<file path="config.mk">
export PLATFORM = sky130hd
export DESIGN_NAME = fetch_unit_flat
export DESIGN_NICKNAME = d
export VERILOG_FILES = /design/src/rtl/fetch_unit_pkg.sv /design/src/rtl/fetch_unit_if.sv /design/src/rtl/fetch_pc_reg.sv /design/src/rtl/fetch_unit.sv /design/src/flat_wrapper.sv
export SDC_FILE = /design/constraint.sdc
export NUM_CORES = 1
export LEC_CHECK = 0
export CAP_MARGIN = 20
export CORE_MARGIN = 3
export CORE_UTILIZATION = 35
export CTS_CLUSTER_SIZE = 28
export DETAILED_ROUTE_END_ITERATION = 7
export GPL_TIMING_DRIVEN = 0
export PLACE_DENSITY = 0.71
export SYNTH_ARGS = -nofsm -noshare
export SYNTH_HDL_FRONTEND = slang
export SYNTH_SLANG_ARGS = --single-unit
</file>
<file path="constraint.sdc">
create_clock -name clk -period 2.1 [get_ports clk]
set_input_delay 0.42 -clock clk [delete_from_list [all_inputs] [get_ports clk]]
set_output_delay 0.42 -clock clk [all_outputs]
set_load 0.005 [all_outputs]
</file>
<file path="src/rtl/fetch_unit_pkg.sv">
// Shared constants, state encoding and decode helper for the instruction-fetch front end.
package fetch_unit_pkg;

  localparam logic [15:0] NOP_INSTR   = 16'h0800;
  localparam logic [4:0]  HALT_OPCODE = 5'b00000;
  localparam logic [15:0] PC_INC      = 16'd2;

  typedef enum logic [1:0] {
    REQ    = 2'd0,
    WAIT   = 2'd1,
    VALID  = 2'd2,
    HALTED = 2'd3
  } fetch_state_t;

  function automatic logic is_halt(input logic [15:0] inst);
    return inst[15:11] == HALT_OPCODE;
  endfunction

endpackage

</file>
<file path="src/rtl/fetch_unit_if.sv">
// Instruction-memory read bus between the fetch unit (master) and the memory (slave).
interface fetch_unit_if;

  logic [15:0] imem_addr;
  logic        imem_rd;
  logic        imem_stall;
  logic        imem_done;
  logic [15:0] imem_data;

  modport master (
    output imem_addr,
    output imem_rd,
    input  imem_stall,
    input  imem_done,
    input  imem_data
  );

  modport slave (
    input  imem_addr,
    input  imem_rd,
    output imem_stall,
    output imem_done,
    output imem_data
  );

endinterface

</file>
<file path="src/rtl/fetch_pc_reg.sv">
// 16-bit program counter with a redirect load port (priority) and a +2 increment port.
module fetch_pc_reg
  import fetch_unit_pkg::*;
#(
  parameter logic [15:0] RESET_PC = 16'h0000
) (
  input  logic        clk,
  input  logic        rst,
  input  logic        load,
  input  logic [15:0] load_pc,
  input  logic        inc,
  output logic [15:0] pc
);

  always_ff @(posedge clk or negedge rst) begin
    if (!rst) begin
      pc <= RESET_PC;
    end else if (load) begin
      pc <= load_pc;
    end else if (inc) begin
      pc <= pc + PC_INC;
    end
  end

endmodule

</file>
<file path="src/rtl/fetch_unit.sv">
// IF stage front end: issues imem reads from the PC, buffers the returned instruction
// and hands it to the IF/ID latch, handling downstream stalls, redirects and HALT.
module fetch_unit
  import fetch_unit_pkg::*;
#(
  parameter logic [15:0] RESET_PC = 16'h0000
) (
  input  logic                clk,
  input  logic                rst,
  fetch_unit_if.master        imem,
  input  logic                stall_in,
  input  logic                redirect_in,
  input  logic [15:0]         redirect_pc,
  output logic [15:0]         inst_out,
  output logic [15:0]         pc_out,
  output logic                inst_valid,
  output logic                if_id_en,
  output logic                flush_out,
  output logic                imem_stall_out
);

  fetch_state_t state, next_state;
  logic         drop, next_drop;
  logic [15:0]  inst_buf, next_buf;
  logic [15:0]  pc, pc_plus2, addr;
  logic         pc_load, pc_inc, rd_req;

  fetch_pc_reg #(.RESET_PC(RESET_PC)) u_pc_reg (
    .clk     (clk),
    .rst     (rst),
    .load    (pc_load),
    .load_pc (redirect_pc),
    .inc     (pc_inc),
    .pc      (pc)
  );

  assign pc_plus2 = pc + PC_INC;

  always_ff @(posedge clk or negedge rst) begin
    if (!rst) begin
      state    <= REQ;
      drop     <= 1'b0;
      inst_buf <= NOP_INSTR;
    end else begin
      state    <= next_state;
      drop     <= next_drop;
      inst_buf <= next_buf;
    end
  end

  // A redirect in WAIT cannot abort the outstanding read, so it is marked for discard
  // unless its data returns in this very cycle.
  always_comb begin
    next_state = state;
    next_drop  = drop;
    next_buf   = inst_buf;
    pc_load    = 1'b0;
    pc_inc     = 1'b0;
    rd_req     = 1'b0;
    addr       = pc;

    if (redirect_in) begin
      pc_load = 1'b1;
      if (state == WAIT && !imem.imem_done) begin
        next_drop = 1'b1;
      end else begin
        next_state = REQ;
        next_drop  = 1'b0;
        next_buf   = NOP_INSTR;
      end
    end else begin
      case (state)
        REQ: begin
          rd_req = 1'b1;
          if (!imem.imem_stall) begin
            next_state = WAIT;
          end
        end
        WAIT: begin
          if (imem.imem_done) begin
            if (drop) begin
              next_drop  = 1'b0;
              next_state = REQ;
            end else begin
              next_buf   = imem.imem_data;
              next_state = VALID;
            end
          end
        end
        VALID: begin
          // The next fetch is issued in the transfer cycle to keep the 2-cycle cadence.
          if (!stall_in) begin
            if (is_halt(inst_buf)) begin
              next_state = HALTED;
            end else begin
              pc_inc     = 1'b1;
              rd_req     = 1'b1;
              addr       = pc_plus2;
              next_state = imem.imem_stall ? REQ : WAIT;
            end
          end
        end
        HALTED: begin
          next_state = HALTED;
        end
        default: begin
          next_state = REQ;
        end
      endcase
    end
  end

  assign imem.imem_rd   = rd_req & rst;
  assign imem.imem_addr = addr;

  assign inst_valid     = (state == VALID);
  assign inst_out       = inst_valid ? inst_buf : NOP_INSTR;
  assign pc_out         = pc_plus2;
  assign if_id_en       = ~stall_in | redirect_in;
  assign flush_out      = redirect_in;
  assign imem_stall_out = ~inst_valid;

endmodule
</file>
<file path="src/flat_wrapper.sv">
// flat-port wrapper written by rule: the top's interface ports become plain ports
module fetch_unit_flat import fetch_unit_pkg::*;
#(
  parameter logic [15:0] RESET_PC = 16'h0000
)
  (clk, rst, stall_in, redirect_in, redirect_pc, inst_out, pc_out, inst_valid, if_id_en, flush_out, imem_stall_out, imem_imem_addr, imem_imem_rd, imem_imem_stall, imem_imem_done, imem_imem_data);
  fetch_unit_if imem_i ();
  input  logic clk;
  input  logic rst;
  input  logic stall_in;
  input  logic redirect_in;
  input  logic [15:0] redirect_pc;
  output logic [15:0] inst_out;
  output logic [15:0] pc_out;
  output logic inst_valid;
  output logic if_id_en;
  output logic flush_out;
  output logic imem_stall_out;
  output wire logic [$bits(imem_i.imem_addr)-1:0] imem_imem_addr;
  output wire logic [$bits(imem_i.imem_rd)-1:0] imem_imem_rd;
  input wire logic [$bits(imem_i.imem_stall)-1:0] imem_imem_stall;
  input wire logic [$bits(imem_i.imem_done)-1:0] imem_imem_done;
  input wire logic [$bits(imem_i.imem_data)-1:0] imem_imem_data;
  assign imem_imem_addr = imem_i.imem_addr;
  assign imem_imem_rd = imem_i.imem_rd;
  assign imem_i.imem_stall = imem_imem_stall;
  assign imem_i.imem_done = imem_imem_done;
  assign imem_i.imem_data = imem_imem_data;
  fetch_unit #(.RESET_PC(RESET_PC)) u_core (.clk(clk), .rst(rst), .imem(imem_i), .stall_in(stall_in), .redirect_in(redirect_in), .redirect_pc(redirect_pc), .inst_out(inst_out), .pc_out(pc_out), .inst_valid(inst_valid), .if_id_en(if_id_en), .flush_out(flush_out), .imem_stall_out(imem_stall_out));
endmodule
</file>
After elaboration in Yosys (flattened, before gate mapping)
Cells that the tools add are included.
{"block": "totals", "regBits": 35, "in_bits": 38, "out_inout_bits": 53, "wordCells": 59}
{"block": "op_classes", "add_sub_neg": 1, "n_eq_ne": 8, "muxes": 32, "bitwise_logic": 4, "reduce_logical": 10}
{"cell": "two-way mux 16 bit", "count": 12}
{"cell": "adder 16 x 2 -> 16 bit (second input constant)", "count": 1}
{"cell": "two-way mux 2 bit", "count": 7}
{"cell": "two-way mux 1 bit", "count": 11}
{"cell": "!= test 3 bit (second input constant)", "count": 3}
{"cell": "case mux 2 bit (4 select lines)", "count": 1}
{"cell": "AND reduction 4 bit", "count": 2}
{"cell": "nonzero test 2 bit", "count": 3}
{"cell": "zero test 5 bit", "count": 1}
{"cell": "equality test 2 bit (second input constant)", "count": 2}
{"cell": "!= test 2 bit (second input constant)", "count": 2}
{"cell": "equality test 2 x 1 -> 1 bit (second input constant)", "count": 1}
{"cell": "zero test 2 bit", "count": 1}
{"cell": "inverter 1 bit", "count": 2}
{"cell": "case mux 1 bit (2 select lines)", "count": 1}
{"cell": "AND reduction 2 bit", "count": 1}
{"cell": "bitwise AND 1 bit", "count": 1}
{"cell": "logical AND 1 bit", "count": 1}
{"cell": "zero test 1 bit", "count": 1}
{"cell": "bitwise OR 1 bit", "count": 1}

Logic depth before layout (Yosys ltp)
Gate-level depths: netlist of run 1.
{"block": "logic_depth", "depth_word": 7, "depth_mapped": 6, "mapped_depth_nobuf": 5}

By module
From an unflattened synthesis of run 1, not the netlist that was laid out.
{"block": "unflattened", "hier_cells": 289, "area_unflattened_um2": 2469.9}
{"mod": "fetch_unit", "instances": 1, "cells_each": 184, "area_each_um2": 1470.2, "seq_area_each_um2": 476.7}
{"mod": "fetch_pc_reg", "instances": 1, "cells_each": 105, "area_each_um2": 999.7, "seq_area_each_um2": 400.4}

Worst setup path after synthesis of run 1
No wires, ideal clock.
{"block": "synth_timing", "path_kind": "register to output", "from": "register u_core.u_pc_reg.pc[1]", "to": "output imem_imem_addr[15]", "arrival_time_ps": 1750, "t_required_ps": 1680, "slack_ps": -70, "stages_incl_launch_ff": 6, "path_buffers": 0, "path_cell_list": "dfrtp_1 -> ha_1 -> nand3_1 -> or4_4 -> nor3_1 -> xor2_1"}
{"block": "synth_between", "elab_chain_cells": 5}
{"element": "start: declaration", "line_no": "fetch_pc_reg.sv:12", "rtl": "output logic [15:0] pc"}
{"element": "start signal: assignment", "line_no": "fetch_pc_reg.sv:19", "rtl": "pc <= load_pc;"}
{"element": "start signal: assignment", "line_no": "fetch_pc_reg.sv:21", "rtl": "pc <= pc + PC_INC;"}
{"element": "adder 16 x 2 -> 16 bit", "line_no": "fetch_unit.sv:37", "rtl": "assign pc_plus2 = pc + PC_INC;"}
{"element": "two-way mux 16 bit", "line_no": "fetch_unit.sv:93", "rtl": "if (is_halt(inst_buf)) begin"}
{"element": "two-way mux 16 bit", "line_no": "fetch_unit.sv:92", "rtl": "if (!stall_in) begin"}
{"element": "two-way mux 16 bit", "line_no": "fetch_unit.sv:72", "rtl": "case (state)"}
{"element": "two-way mux 16 bit", "line_no": "fetch_unit.sv:62", "rtl": "if (redirect_in) begin"}
{"element": "end: declaration", "line_no": "flat_wrapper.sv:19", "rtl": "output wire logic [$bits(imem_i.imem_addr)-1:0] imem_imem_addr;"}
No other way between the ends.

Worst setup path in the final report of run 1
Same ends and word-level chain as after synthesis.

==> results of run 1 <==
critical path, cell delays in order, from the launching register on:
cell     delay [ns]
dfrtp_1        0.43
ha_4           0.18
nand3_4        0.11
buf_6          0.14
or4_4          0.45
nor3_2         0.14
xor2_1         0.15
buf_2          0.13
metrics by stage:
stage / std cells / setup TNS (ns) / utilization, %
6_report: 488 / -5.21 / 69.9
5_1_grt: 488 / -7.14 / 69.9
4_1_cts: 473 / -4.85 / 66.1
3_5_place_dp: 407 / -32.95 / 53.5
3_3_place_gp: 407 / -42.72 / 53.6
2_1_floorplan: 242 / -0.0366 / -
cell families (layout without fill, tap and decap cells):
group / after synthesis / in the layout
adders and majority gates: 1 / 1
buffers and inverters: 25 / 196
muxes: 5 / 5
and+or+nand+nor: 96 / 96
xor gates and xnor gates: 30 / 30
AOI/OAI and AO/OA: 50 / 50
DFF: 35 / 35
cells in the mapped netlist (all sizes together), types with 4 or more instances:
cell / number
o211ai: 5
dfrtp: 34
a22o: 15
nand4: 4
and2: 14
xnor2: 20
nor3: 7
clkbuf: 7
a211o: 4
o21ai: 13
a21oi: 5
nand2: 28
inv: 9
or4: 6
nor2: 7
nand3: 13
xor2: 10
buf: 9
power by group:
group | internal [mW] | switching, mW | total, mW | leakage [nW]
logic | 0.391 | 0.320 | 0.711 | 1.61
clock network | 0.265 | 0.256 | 0.520 | 0.0482
registers | 0.736 | 0.0615 | 0.797 | 0.441
total | 1.39 | 0.638 | 2.03 | 2.10
final timing paths:
| check | startpoint | endpoint | slack (ns) | cells after the start |
|---|---|---|---|---|
| max | u_core.u_pc_reg.pc[1]$_DFFE_PN0P_ | imem_imem_addr[15] | -0.35 | 7 |
| max in group asynchronous | rst | u_core.u_pc_reg.pc[11]$_DFFE_PN0P_ | 1.29 | 1 |
| min reg2reg | u_core.inst_buf[2]$_DFFE_PN0P_ | u_core.inst_buf[2]$_DFFE_PN0P_ | 0.50 | 1 |
| min | rst | u_core.u_pc_reg.pc[4]$_DFFE_PN0P_ | 0.23 | 1 |
| min in group clk | u_core.inst_buf[2]$_DFFE_PN0P_ | u_core.inst_buf[2]$_DFFE_PN0P_ | 0.50 | 1 |
| max reg2reg | u_core.state[0]$_DFFE_PN0P_ | u_core.u_pc_reg.pc[8]$_DFFE_PN0P_ | 0.01 | 9 |
cell usage in the layout (no fill, tap or decap), drive strengths merged, types with 5 or more instances in the layout:
cell           synthesis  routed
clkbuf                 7      20
o211ai                 5       5
o21ai                 13      13
or4                    6       6
and2                  14      14
xor2                  10      10
nand3                 13      13
dfrtp                 34      34
nor3                   7       7
nor2                   7       7
a21oi                  5       5
dlygate4sd2            0       9
xnor2                 20      20
clkdlybuf4s50          0      40
nand2                 28      28
a22o                  15      15
buf                    9     107
dlymetal6s2s           0       7
inv                    9       9
per-layer routing:
layer / wire length (um) / global-route usage [%] / up-vias / part of all wire (%)
met3: 768 / 6.15 / 18 / 8.8
met5: 0 / 0 / - / 0
met2: 4380 / 38.7 / 139 / 50
li1: - / - / 1202 / -
met1: 3430 / 25.1 / 1241 / 39
met4: 146 / 7.05 / 0 / 1.7
cell type report:
type / instances / area (um2)
Buffer: 16 / 121
Fill cell: 440 / 1810
Inverter: 9 / 33.8
Tap cell: 75 / 93.8
Timing Repair Buffer: 163 / 1400
Multi-Input combinational cell: 182 / 1590
Clock inverter: 1 / 5.00
Clock buffer: 7 / 86.3
Sequential cell: 35 / 885
registers in the layout, summed over array words and instances, names as in the netlist:
name                count
u_core.state            2
u_core.inst_buf        16
u_core.u_pc_reg.pc     16
u_core.drop             1
what timing repair did:
action	CTS	global route
gates resized for setup	190	59
buffers inserted	57	16
cloned	1	0
pin swaps	35	25
endpoints found under the setup margin	65	42
==> run metrics, run 1 <==
post-route cell area=approximately 4200 um2; synth top area cells=dfrtp_1, xnor2_1, a22o_1; cell area after synthesis=2230 um2; area share of the largest cell type after synthesis=between 30% and 40%; Worst Hold Class=in2async; final hold vios=0; Compound-Gate Fraction of Synth Area=16.9%; Post-Syn Nets=around 280; DR DRC count=0; crit path DAT=slightly above 2 ns; row count=28; crit end category=primary output; Worst Setup Start Kind=flip-flop; # diodes=0; fraction of registers with async set/reset=100%; pwr/cell area=482 nW/um2; max-slew violation total from the final report=0; failing checks=setup timing; fin crit period=around 2.4 ns; Post-CTS Hold Fix Bufs=0; RSZ-0062 raised after global routing=yes; Power Total=roughly 2.0 mW; Iteration-0 DRC Markers=roughly 140; Leak Pwr=about 2.1 nW; multiplexer share of the synthesized area=approximately 2.4%; GP Congestion=about 0.8; die height=85.8 um; Worst-Skew Late Latency=around 0.30 ns; Synth Area per Inst=approximately 9.2 um2; antenna-violating nets left=0; TritonRoute pass-1 iters=4; GRT Overall Usage=between 20% and 30%; Num CTS Buffers=5; first-pass GRT wire length=around 13000 um; die area=7360 um2; hold_ws=0.230 ns; routed vias=2600; CTS clock-pin slew for the worst setup and hold paths=around 0.070 ns; Nets=around 450; Cell Area, Placed=3220 um2; Avg Vias per Cell=around 5.3; final global-route overflow total=0; Area Overhead vs Synth=89.2%; Max FO, Critical Path=4; routed wire length=between 8000 and 9000 um; initial core utilization=a little under two fifths; Netlist cell types=46; status=finished with violations; core area=about 6000 um2; CP Class=reg2out; clk sink count=35; layout cell share with drive strength beyond 1=a little under half; Max Cap Violations=0; normalized max-slew margin=roughly 44%; Finish-stage setup viols=22; Fin Clk Skew=between 0.01 and 0.015 ns; Worst-Margin Slew=0.834 ns; prevailing post-synth register cell=dfrtp_1; pre-CTS setup slack=-1.15 ns; crit share post-route=117%; pin count of the biggest net entering global routing=37; H-tree depth=2; final worst slack=-0.349 ns; Achievable Freq=between 400 and 500 MHz; Worst Path Required=around 1.7 ns; Yosys Warn Count=0; main combinational cell family by area after synthesis=simple AND/OR/NAND/NOR gates; Routed WL per cell=17.9 um; Post-Syn Instances=approximately 240; Peak VDD IR=about 0.30 mV; I/O Pins=between 90 and 100; clock root cell=clkbuf_8; clock tree from TritonCTS=yes; area leader, netlist=dfrtp_1; #FFs+latches synth=35; IO buf count=90; maximum buffer depth of the clock tree=2; number of global-route vias before repair=2583; EDFF count, synth=0; area share of fa/ha/maj cells after synthesis=less than 1%; sequential area share after synthesis=39.4%; die width=approximately 86 um; Post-Synth XOR/XNOR Area=11.8%; dpl hpwl=roughly 4700 um; simple-gate portion of the synthesized area=a little under a quarter; initial antenna violation count=0
(Power assumes the default switching activity.)
==> run 2, diff against run 1 <==
--- a/config.mk
+++ b/config.mk
@@ -7,2 +7,3 @@
 export LEC_CHECK = 0
+export ABC_CLOCK_PERIOD_IN_PS = 2100
 export CAP_MARGIN = 20
==> constraint.sdc (replaced) <==
create_clock -name clk -period 2.1 [get_ports clk]
set_input_delay 0.21 -clock clk [delete_from_list [all_inputs] [get_ports clk]]
set_output_delay 0.21 -clock clk [all_outputs]
set_load 0.005 [all_outputs]
==> run metrics, run 2 (synthesis results as in run 1) <==
status=finished with violations; failing checks=setup timing; R2R Path Start=u_core.u_pc_reg.pc[1]$_DFFE_PN0P_; Final Non-Filler Cells=487 (-0.20%); # diodes=0 (unchanged); biggest regs=u_core.inst_buf (16), u_core.u_pc_reg.pc (16), u_core.state (2); Achievable Freq=431 MHz (+5.6%); Iteration-0 DRC Markers=207 (+47%); Finish-stage setup viols=19 (-14%); crit path DAT=2.11 ns (+0.08 ns); clock tree from TritonCTS=yes; maximum buffer depth of the clock tree=2 (unchanged); IO buf count=90 (unchanged); Leak Pwr=1.97 nW (-6.3%); pre-CTS setup slack=-0.713 ns (+0.432 ns); final global-route overflow total=0 (unchanged); routed vias=2665 (+2.5%); die area=7360 um2 (unchanged); clk sink count=35 (unchanged); Max FO, Critical Path=4 (unchanged); die width=85.8 um (unchanged); Worst Path Required=1.89 ns (+0.21 ns); initial core utilization=37.0% (unchanged); final hold vios=0 (unchanged); RSZ-0062 raised after global routing=yes; final worst slack=-0.218 ns (+0.131 ns); post-route cell area=4220 um2 (+0.21%); most frequent cells in the layout=buf_4, clkdlybuf4s50_1, dfrtp_1, buf_6, buf_2; Fin Clk Skew=0.0142 ns (+0.00199 ns); Max Cap Violations=0 (unchanged); first-pass GRT wire length=13800 um (+8.7%); fill cell count=401 (-8.9%); CTS clock-pin slew for the worst setup and hold paths=0.08 ns (about the same); core area=6030 um2 (unchanged); Routed WL per cell=19.0 um (+6.4%); I/O Pins=91 (unchanged); Worst-Skew Late Latency=0.30 ns (about the same); pin count of the biggest net entering global routing=37 (unchanged); Num CTS Buffers=5 (unchanged); Sum Neg Setup Slack=-1.68 ns (+3.53 ns); Nets=450 (-0.22%); TritonRoute pass-1 iters=5 (+1); clock root cell=clkbuf_8; Worst Setup Start Kind=flip-flop; Worst Hold Class=in2async; H-tree depth=2 (unchanged); pwr/cell area=534 nW/um2 (+11%); Avg Vias per Cell=5.47 (+2.7%); crit share post-route=110% (-6.2 points); dpl cells=407 (unchanged); initial antenna violation count=0 (unchanged); DR DRC count=0 (unchanged); routed wire length=9260 um (+6.1%); Peak VDD IR=0.472 mV (+59%); Area Overhead vs Synth=89.6%; Cell Area, Placed=3220 um2 (-0.23%); die height=85.8 um (unchanged); row count=28 (unchanged); GRT Overall Usage=23.7% (+2.0 points); FF-to-FF path depth=7 (-2); CP Class=reg2out; layout cell share with drive strength beyond 1=42.0% (-3.8 points); Worst Setup SP=u_core.u_pc_reg.pc[8]$_DFFE_PN0P_; GP Congestion=0.836 (+4.0%); Worst-Margin Slew=0.837 ns (+0.00295 ns); number of global-route vias before repair=2774 (+7.4%); hold_ws=0.0145 ns (-0.215 ns); normalized max-slew margin=44.2% (-0.20 points); crit end category=primary output; Power Total=2.26 mW (+11%); antenna-violating nets left=0 (unchanged); dpl hpwl=4680 um (+0.56%); max-slew violation total from the final report=0 (unchanged); fin crit period=2.32 ns (-0.131 ns); Layout Utilization=70.1% (+0.15 points)
run 2: cell count changes in the layout (fill, tap and decap cells not counted), moves of 4 or more:
cell,previous run,this run
clkdlybuf4s50_1,40,59
nor3_2,5,1
buf_2,25,21
dlymetal6s2s_1,7,3
run 2: path summary, 6_finish.rpt:
kind | slack (ns) | end
min | 0.01 | u_core.inst_buf[4]$_DFFE_PN0P_
max reg2reg | -0.03 | u_core.u_pc_reg.pc[15]$_DFFE_PN0P_
max | -0.22 | imem_imem_addr[13]
min reg2reg | 0.50 | u_core.inst_buf[6]$_DFFE_PN0P_
max in group asynchronous | 1.49 | u_core.state[0]$_DFFE_PN0P_
min in group clk | 0.42 | u_core.inst_buf[11]$_DFFE_PN1P_
run 2: report_power, final:
part | internal, mW | switching (mW) | total, mW
clock | 0.474 | 0.273 | 0.746
sequential | 0.736 | 0.0613 | 0.797
combinational | 0.382 | 0.330 | 0.712
run 2: layout make-up:
class	count	area (um2)	area share (%)
inverters	9	33.8	0.800
flip-flops and latches	35	886	21.0
well taps	75	93.8	2.22
repair buffers	162	1410	33.4
plain buffers	16	114	2.70
clock buffers	5	68.8	1.63
clock inverters	3	67.6	1.60
multi-input cells	182	1550	36.7
run 2: timing repair:
item                                    in CTS  in global routing
setup buffers                               63                 12
hold buffers                                 0                  0
gates resized for setup                    161                 38
endpoints found under the setup margin      59                 45
pin swaps                                   25                 20
run 2: layer usage:
metal	global-route usage [%]	share of wire [%]	vias up
met5	0	0	-
met4	9.93	2.0	0
met3	4.61	6.7	21
met2	41.0	52	146
met1	28.9	39	1293
li1	-	-	1205
run 2: worst max-delay path: stages (launching register included):
cell and delay [ns]:
dfrtp_1 0.39, nand4_1 0.17, buf_4 0.19, buf_6 0.10, or4_4 0.52, nor3_4 0.13
xor2_1 0.17, buf_2 0.13
